File: src/rtl/sys_out_sched.sv
// Pass scheduler for the systolic-array writeback into the sys_out DPR, sharing its address port with a reader.
// Optional build macro SYS_OUT_B2B_EN: a start seen in DONE relaunches immediately (no IDLE gap).
module sys_out_sched #(
  parameter int unsigned FEATURE_BITS = 4,
  parameter int unsigned ARRAY_LAT    = 8,
  parameter int unsigned N_FEATURES   = 16
) (
  input  logic                    sys_clk,
  input  logic                    reset,
  input  logic                    start,
  output logic                    busy,
  output logic                    done,
  output logic                    array_en,
  input  logic                    rd_req,
  input  logic [FEATURE_BITS-1:0] rd_addr,
  output logic                    rd_gnt,
  output logic                    dpr_we,
  output logic [FEATURE_BITS-1:0] dpr_addr
);

  localparam int unsigned LAT_W = (ARRAY_LAT > 1) ? $clog2(ARRAY_LAT) : 1;
  localparam logic [LAT_W-1:0]        LAT_LOAD = LAT_W'(ARRAY_LAT - 1);
  localparam logic [FEATURE_BITS-1:0] WR_LAST  = FEATURE_BITS'(N_FEATURES - 1);

  typedef enum logic [1:0] {
    ST_IDLE     = 2'd0,
    ST_WAIT_LAT = 2'd1,
    ST_WRITE    = 2'd2,
    ST_DONE     = 2'd3
  } state_e;

  state_e                  state_q, state_d;
  logic [LAT_W-1:0]        lat_cnt_q, lat_cnt_d;
  logic [FEATURE_BITS-1:0] wr_cnt_q, wr_cnt_d;

  // State and counter registers
  always_ff @(posedge sys_clk) begin
    if (reset) begin
      state_q   <= ST_IDLE;
      lat_cnt_q <= '0;
      wr_cnt_q  <= '0;
    end else begin
      state_q   <= state_d;
      lat_cnt_q <= lat_cnt_d;
      wr_cnt_q  <= wr_cnt_d;
    end
  end

  // Next-state: latency wait, then one write per cycle; counters saturate at their terminal value
  always_comb begin
    state_d   = state_q;
    lat_cnt_d = lat_cnt_q;
    wr_cnt_d  = wr_cnt_q;
    unique case (state_q)
      ST_IDLE: begin
        if (start) begin
          state_d   = ST_WAIT_LAT;
          lat_cnt_d = LAT_LOAD;
        end
      end
      ST_WAIT_LAT: begin
        if (lat_cnt_q == '0) begin
          state_d  = ST_WRITE;
          wr_cnt_d = '0;
        end else begin
          lat_cnt_d = lat_cnt_q - LAT_W'(1);
        end
      end
      ST_WRITE: begin
        if (wr_cnt_q == WR_LAST) begin
          state_d = ST_DONE;
        end else begin
          wr_cnt_d = wr_cnt_q + FEATURE_BITS'(1);
        end
      end
      ST_DONE: begin
`ifdef SYS_OUT_B2B_EN
        if (start) begin
          state_d   = ST_WAIT_LAT;
          lat_cnt_d = LAT_LOAD;
        end else begin
          state_d = ST_IDLE;
        end
`else
        state_d = ST_IDLE;
`endif
      end
      default: state_d = ST_IDLE;
    endcase
  end

  // Status decode from registered state; DPR port muxed with writeback taking priority
  always_comb begin
    busy     = (state_q != ST_IDLE);
    array_en = (state_q == ST_WAIT_LAT) || (state_q == ST_WRITE);
    done     = (state_q == ST_DONE);
    dpr_we   = (state_q == ST_WRITE);
    rd_gnt   = rd_req && (state_q != ST_WRITE);
    dpr_addr = '0;
    if (state_q == ST_WRITE) begin
      dpr_addr = wr_cnt_q;
    end else if (rd_gnt) begin
      dpr_addr = rd_addr;
    end
  end

endmodule

File: config.mk
export PLATFORM = sky130hd
export DESIGN_NAME = sys_out_sched
export DESIGN_NICKNAME = d
export VERILOG_FILES = /design/src/rtl/sys_out_sched.sv
export SDC_FILE = /design/constraint.sdc
export NUM_CORES = 1
export LEC_CHECK = 0
export BUFFER_PORTS_ARGS = -buffer_cell sky130_fd_sc_hd__clkbuf_2
export CAP_MARGIN = 20
export CORE_MARGIN = 3
export CORE_UTILIZATION = 45
export CTS_CLUSTER_SIZE = 8
export DETAILED_ROUTE_END_ITERATION = 10
export MAX_ROUTING_LAYER = met4
export PLACE_DENSITY = 0.75
export SETUP_SLACK_MARGIN = 0.3
export SLEW_MARGIN = 5
export SYNTH_ARGS = -nofsm -noshare
export SYNTH_HDL_FRONTEND = slang
export SYNTH_SLANG_ARGS = --single-unit
File: constraint.sdc
create_clock -name sys_clk -period 1.5 [get_ports sys_clk]
set_input_delay 0.075 -clock sys_clk [delete_from_list [all_inputs] [get_ports sys_clk]]
set_output_delay 0.075 -clock sys_clk [all_outputs]
set_load 0.005 [all_outputs]
# Word level (Yosys, flattened, before mapping)
# Index checks and enable logic that the tools add are counted.
word_totals:
  wordCells: 37
  ff_bits: 9
  output_inout_bits: 9
  inputBits: 8
classes:
  mux: 12
  n_addsub: 2
  n_eq_ne: 10
  reduce_logical: 10
op_table:
  columns: ["cell", "count"]
  rows:
  - ["$mux 4", 4]
  - ["$ne 2x2->1 const B", 5]
  - ["$reduce_and 3->1", 3]
  - ["$pmux 2 s4", 1]
  - ["$pmux 4 s2", 1]
  - ["$mux 2", 3]
  - ["$mux 3", 2]
  - ["$pmux 3 s2", 1]
  - ["$reduce_bool 2->1", 3]
  - ["$add 4x1->4 const B", 1]
  - ["$eq 2x2->1 const B", 2]
  - ["$eq 4x4->1 const B", 1]
  - ["$logic_not 3->1", 1]
  - ["$sub 3x1->3 const B", 1]
  - ["$eq 2x1->1 const B", 1]
  - ["$logic_not 2->1", 1]
  - ["$ne 2x1->1 const B", 1]
  - ["$logic_and 1x1->1", 1]
  - ["$logic_or 1x1->1", 1]

# Logic depth before layout (Yosys ltp)
depth:
  word_depth: 4
  ltp_mapped: 6
  mapped_depth_nobuf: 6

# Worst setup path after synthesis
# No wires, ideal clock.
synth_path:
  kind: "reg2reg"
  from: "register lat_cnt_q[0]"
  to: "register wr_cnt_q[3]"
  stages_incl_launch_ff: 7
  required_time_ps: 1388
  t_arrival_ps: 1500
  setup_ps: 112
  n_path_buf: 0
  setup_slack_ps: -112
  synth_period_minus_slack_ps: 1612
  cell_sequence: "dfxtp_1 -> inv_1 -> ha_1 -> ha_1 -> mux2i_2 -> a211oi_1 -> a2111oi_1"
synth_between:
  elab_chain_len: 3
synth_lines:
  columns: ["element", "line_no", "source"]
  rows:
  - ["start: declaration", "33", "logic [LAT_W-1:0] lat_cnt_q, lat_cnt_d;"]
  - ["start signal: assignment", "44", "lat_cnt_q <= lat_cnt_d;"]
  - ["$logic_not 3->1", "62", "if (lat_cnt_q == '0) begin"]
  - ["$ne 2x2->1 (no source line)", null, null]
  - ["$reduce_and 3->1 (no source line)", null, null]
  - ["end signal: assignment", "45", "wr_cnt_q <= wr_cnt_d;"]
  - ["end: declaration", "34", "logic [FEATURE_BITS-1:0] wr_cnt_q, wr_cnt_d;"]
# No other way between the ends.
# A chain may end at the register's enable or synchronous reset.

# Final worst setup path
layout_path:
  from: "register state_q[0]"
  to: "register wr_cnt_q[0]"
layout_between:
  elab_chain_len: 3
  word_cells_on_any_way: 7
  cone_classes: "eq/ne (4); mux (1); reduce/logical (2)"
layout_lines:
  columns: ["element", "line_no", "source"]
  rows:
  - ["start: declaration", "32", "state_e state_q, state_d;"]
  - ["start signal: assignment", "43", "state_q <= state_d;"]
  - ["$eq 2x2->1 / $eq 2x1->1 (equally long branches)", "54", "unique case (state_q)"]
  - ["$ne 2x2->1 (no source line) / $reduce_bool 2->1 (equally long branches)", null, null]
  - ["$reduce_and 3->1 (no source line)", null, null]
# Several ways; a longest one is shown, not always the timed one.

==> results_dict.tcl <==
set metrics [dict create \
    outcome "complete, but fails checks" \
    fin_crit_sh 1.02 \
    wl_per_cell_um 14.7 \
    ir_worst_vdd_uv 1510 \
    dieArea_um2 1990 \
    cts_buffers 3 \
    crit_chain "buf_6 -> ha_4 -> mux2i_4 -> or4b_4 -> a21oi_2" \
    synthCells 82 \
    fin_skew_ns 0.000226 \
    ff2ff_setup_slack_ns -0.02 \
    synth_seq_area_share 0.269 \
    cts_max_level 1 \
    synth-async-reset-ratio 0 \
    antenna_found_initial 0 \
    ant_nets 0 \
    place_area_um2 885 \
    hold_path_class "in -> reg" \
    rsz0062_at_grt "yes" \
    yosysWarningCount 0 \
    hold_viol_final 0 \
    syn2layout_area_growth_pct 62.7 \
    setup_slack_ns -0.0228 \
    cts_buffer_depth 2 \
    start_util 0.497 \
    drtIter0Drc 31 \
    drc 0 \
    cp-start-kind "register" \
    synth_top_area_share 0.269 \
    drt_pre_antenna_iters 4 \
    clk_pin_slew_ns 0.07 \
    overflow 0 \
    holdPathStages 2 \
    post_route_cells_drive_above_1_share 0.568 \
    ctsHoldBuffers 0 \
    fill_cells 84 \
    insertion_delay_ns 0.26 \
    grt_pass1_wl_um 3040 \
    worstHoldEndpoint "wr_cnt_q[0]$_SDFFE_PP0P_" \
    layout.nets 136 \
    gp_congestion 0.777 \
    io_buffer_count 16 \
    power_density_nw_per_um2 2140 \
    worstPathArrival_ns 1.72 \
    synth.cell_area_um2 671 \
    drv_cap 0 \
    routed_wl_um 1950 \
    final_cells 133 \
    slew_violations 0 \
    synth-main-ff-cell "dfxtp_1" \
    synth.most_common_cell "nand2_1" \
    max-slew-margin-rel 0.782 \
    cts_tree "done" \
    crit_required_ns 1.70 \
    setup_viol 3 \
    synth_fp_nets 99 \
    crit_fanout 5 \
    die_y_um 44.6 \
    failed_checks "negative setup slack" \
    rows 13 \
    fin_tns_setup_ns -0.0273 \
    path_class "reg -> reg" \
    synth_seq_cells 9 \
    clock.fmax_mhz 657 \
    cp-end-kind "register" \
    grt_use_total 0.217 \
    ios 17 \
    reg2regPathDepth 5 \
    worst_pin_slew_ns 0.327 \
    coreArea_um2 1350 \
    post_synth_main_area_contributors "dfxtp_1 (27%), ha_1 (17%), nand2_1 (6.2%)" \
    root_buffer "clkbuf_4" \
    vias 733 \
    grt_pass1_vias 657 \
    reg2reg_to "wr_cnt_q[0]$_SDFFE_PP0P_" \
    grt_start_max_net_pins 11 \
    hold_start "reset" \
    dp_hpwl_um 1170 \
    worst_path_largest_cell_delay_ns 0.49 \
    die_w_um 44.6 \
    synthDistinctLibCells 28 \
    dp.cells 120 \
    syn_area_per_cell_um2 8.18 \
    cp_num_buf_inv 1 \
    synth_edf_count 0 \
    p_leak_nw 0.462 \
    viasPerCell 5.51 \
    synth_common_cells "nand2_1 (11), dfxtp_1 (9), ha_1 (9), inv_1 (7), o21ai_0 (7)" \
    cts.sinks 9 \
    critPathSlowestCell "or4b_4" \
    synth_top_area_cell "dfxtp_1" \
    timing.rr.start "state_q[0]$_SDFFE_PP0P_" \
    diodes 0 \
    min_period_ns 1.52 \
    fin_area_um2 1090 \
    critPathTopFamily "simple AND/OR/NAND/NOR gates" \
]
metrics by stage:
step	setup WS (ns)	util	total power, mW	hold slack (ns)
after CTS	0.00556	0.771	2.11	0.106
after detailed placement	-0.0362	0.655	1.60	0.405
after global placement	0.0160	0.655	1.56	0.391
after floorplan	-0.00827	-	1.23	0.260
final	-0.0228	0.808	2.33	0.151
after global routing	-0.0604	0.808	2.50	0.154
routing by layer:
layer / global-route usage / vias up / routed length, µm
li1: - / 359 / -
met1: 0.244 / 331 / 817
met2: 0.355 / 39 / 944
met3: 0.0528 / 4 / 163
met4: 0.102 / 0 / 26
met5: - / - / 0
worst reg2reg max path: cells and delay by family, from the launching register on:
family                   cells  cell delay [ns]
AND/OR/NAND/NOR              1             0.49
flip-flops                   1             0.36
multiplexers                 1             0.20
adder cells (fa/ha/maj)      1             0.17
buffers and inverters        1             0.12
AO/OA/AOI/OAI                1             0.12
registers in the layout, indices dropped and copies added (netlist names):
name	count
lat_cnt_q	3
state_q	2
wr_cnt_q	4
what timing repair did:
action / in CTS / in global routing
gates resized for setup: 22 / 11
buffers inserted: 7 / 2
pin swaps: 11 / 3
endpoints found under the setup margin: 15 / 17
kinds of logic after synthesis:
group           synth area share
compound gates             0.205
fa+ha+maj                  0.168
buf+inv                   0.0690
flops                      0.269
mux                       0.0522
simple gates               0.237
where the power goes:
part,switching [mW],internal (mW)
Clock,0.0906,0.103
Combinational,0.779,0.920
Sequential,0.0973,0.342
Total,0.967,1.37
worst max path at each step:
stage	to	slack (ns)	from	cells after the start
4_1_cts	dpr_addr[2]	0.006	state_q[0]$_SDFFE_PP0P_	7
3_5_place_dp	wr_cnt_q[3]$_SDFFE_PP0P_	-0.04	lat_cnt_q[1]$_SDFFE_PP0P_	6
5_1_grt	wr_cnt_q[3]$_SDFFE_PP0P_	-0.06	lat_cnt_q[1]$_SDFFE_PP0P_	7
3_3_place_gp	wr_cnt_q[0]$_SDFFE_PP0P_	0.02	state_q[0]$_SDFFE_PP0P_	5
2_1_floorplan	wr_cnt_q[0]$_SDFFE_PP0P_	-0.008	state_q[1]$_SDFFE_PP0P_	6
6_report	wr_cnt_q[0]$_SDFFE_PP0P_	-0.02	state_q[0]$_SDFFE_PP0P_	5
cell type report:
type | count | area [µm²] | share of cell area
Timing Repair Buffer | 35 | 238 | 0.218
Inverter | 7 | 28.8 | 0.0264
Multi-Input combinational cell | 63 | 589 | 0.540
Tap cell | 15 | 18.8 | 0.0172
Sequential cell | 9 | 190 | 0.174
Clock buffer | 4 | 26.3 | 0.0241
layout by cell type, fill, tap and decap left out, types with 4 or more instances in the layout:
cell type / synthesis / routed
o21ai_1: 0 / 5
ha_1: 9 / 4
buf_4: 0 / 15
clkbuf_2: 0 / 13
ha_4: 0 / 5
dfxtp_1: 9 / 5
nand2b_1: 5 / 5
nand2_1: 11 / 11
buf_6: 1 / 4
Note: power is estimated with default switching activity, not from simulation.
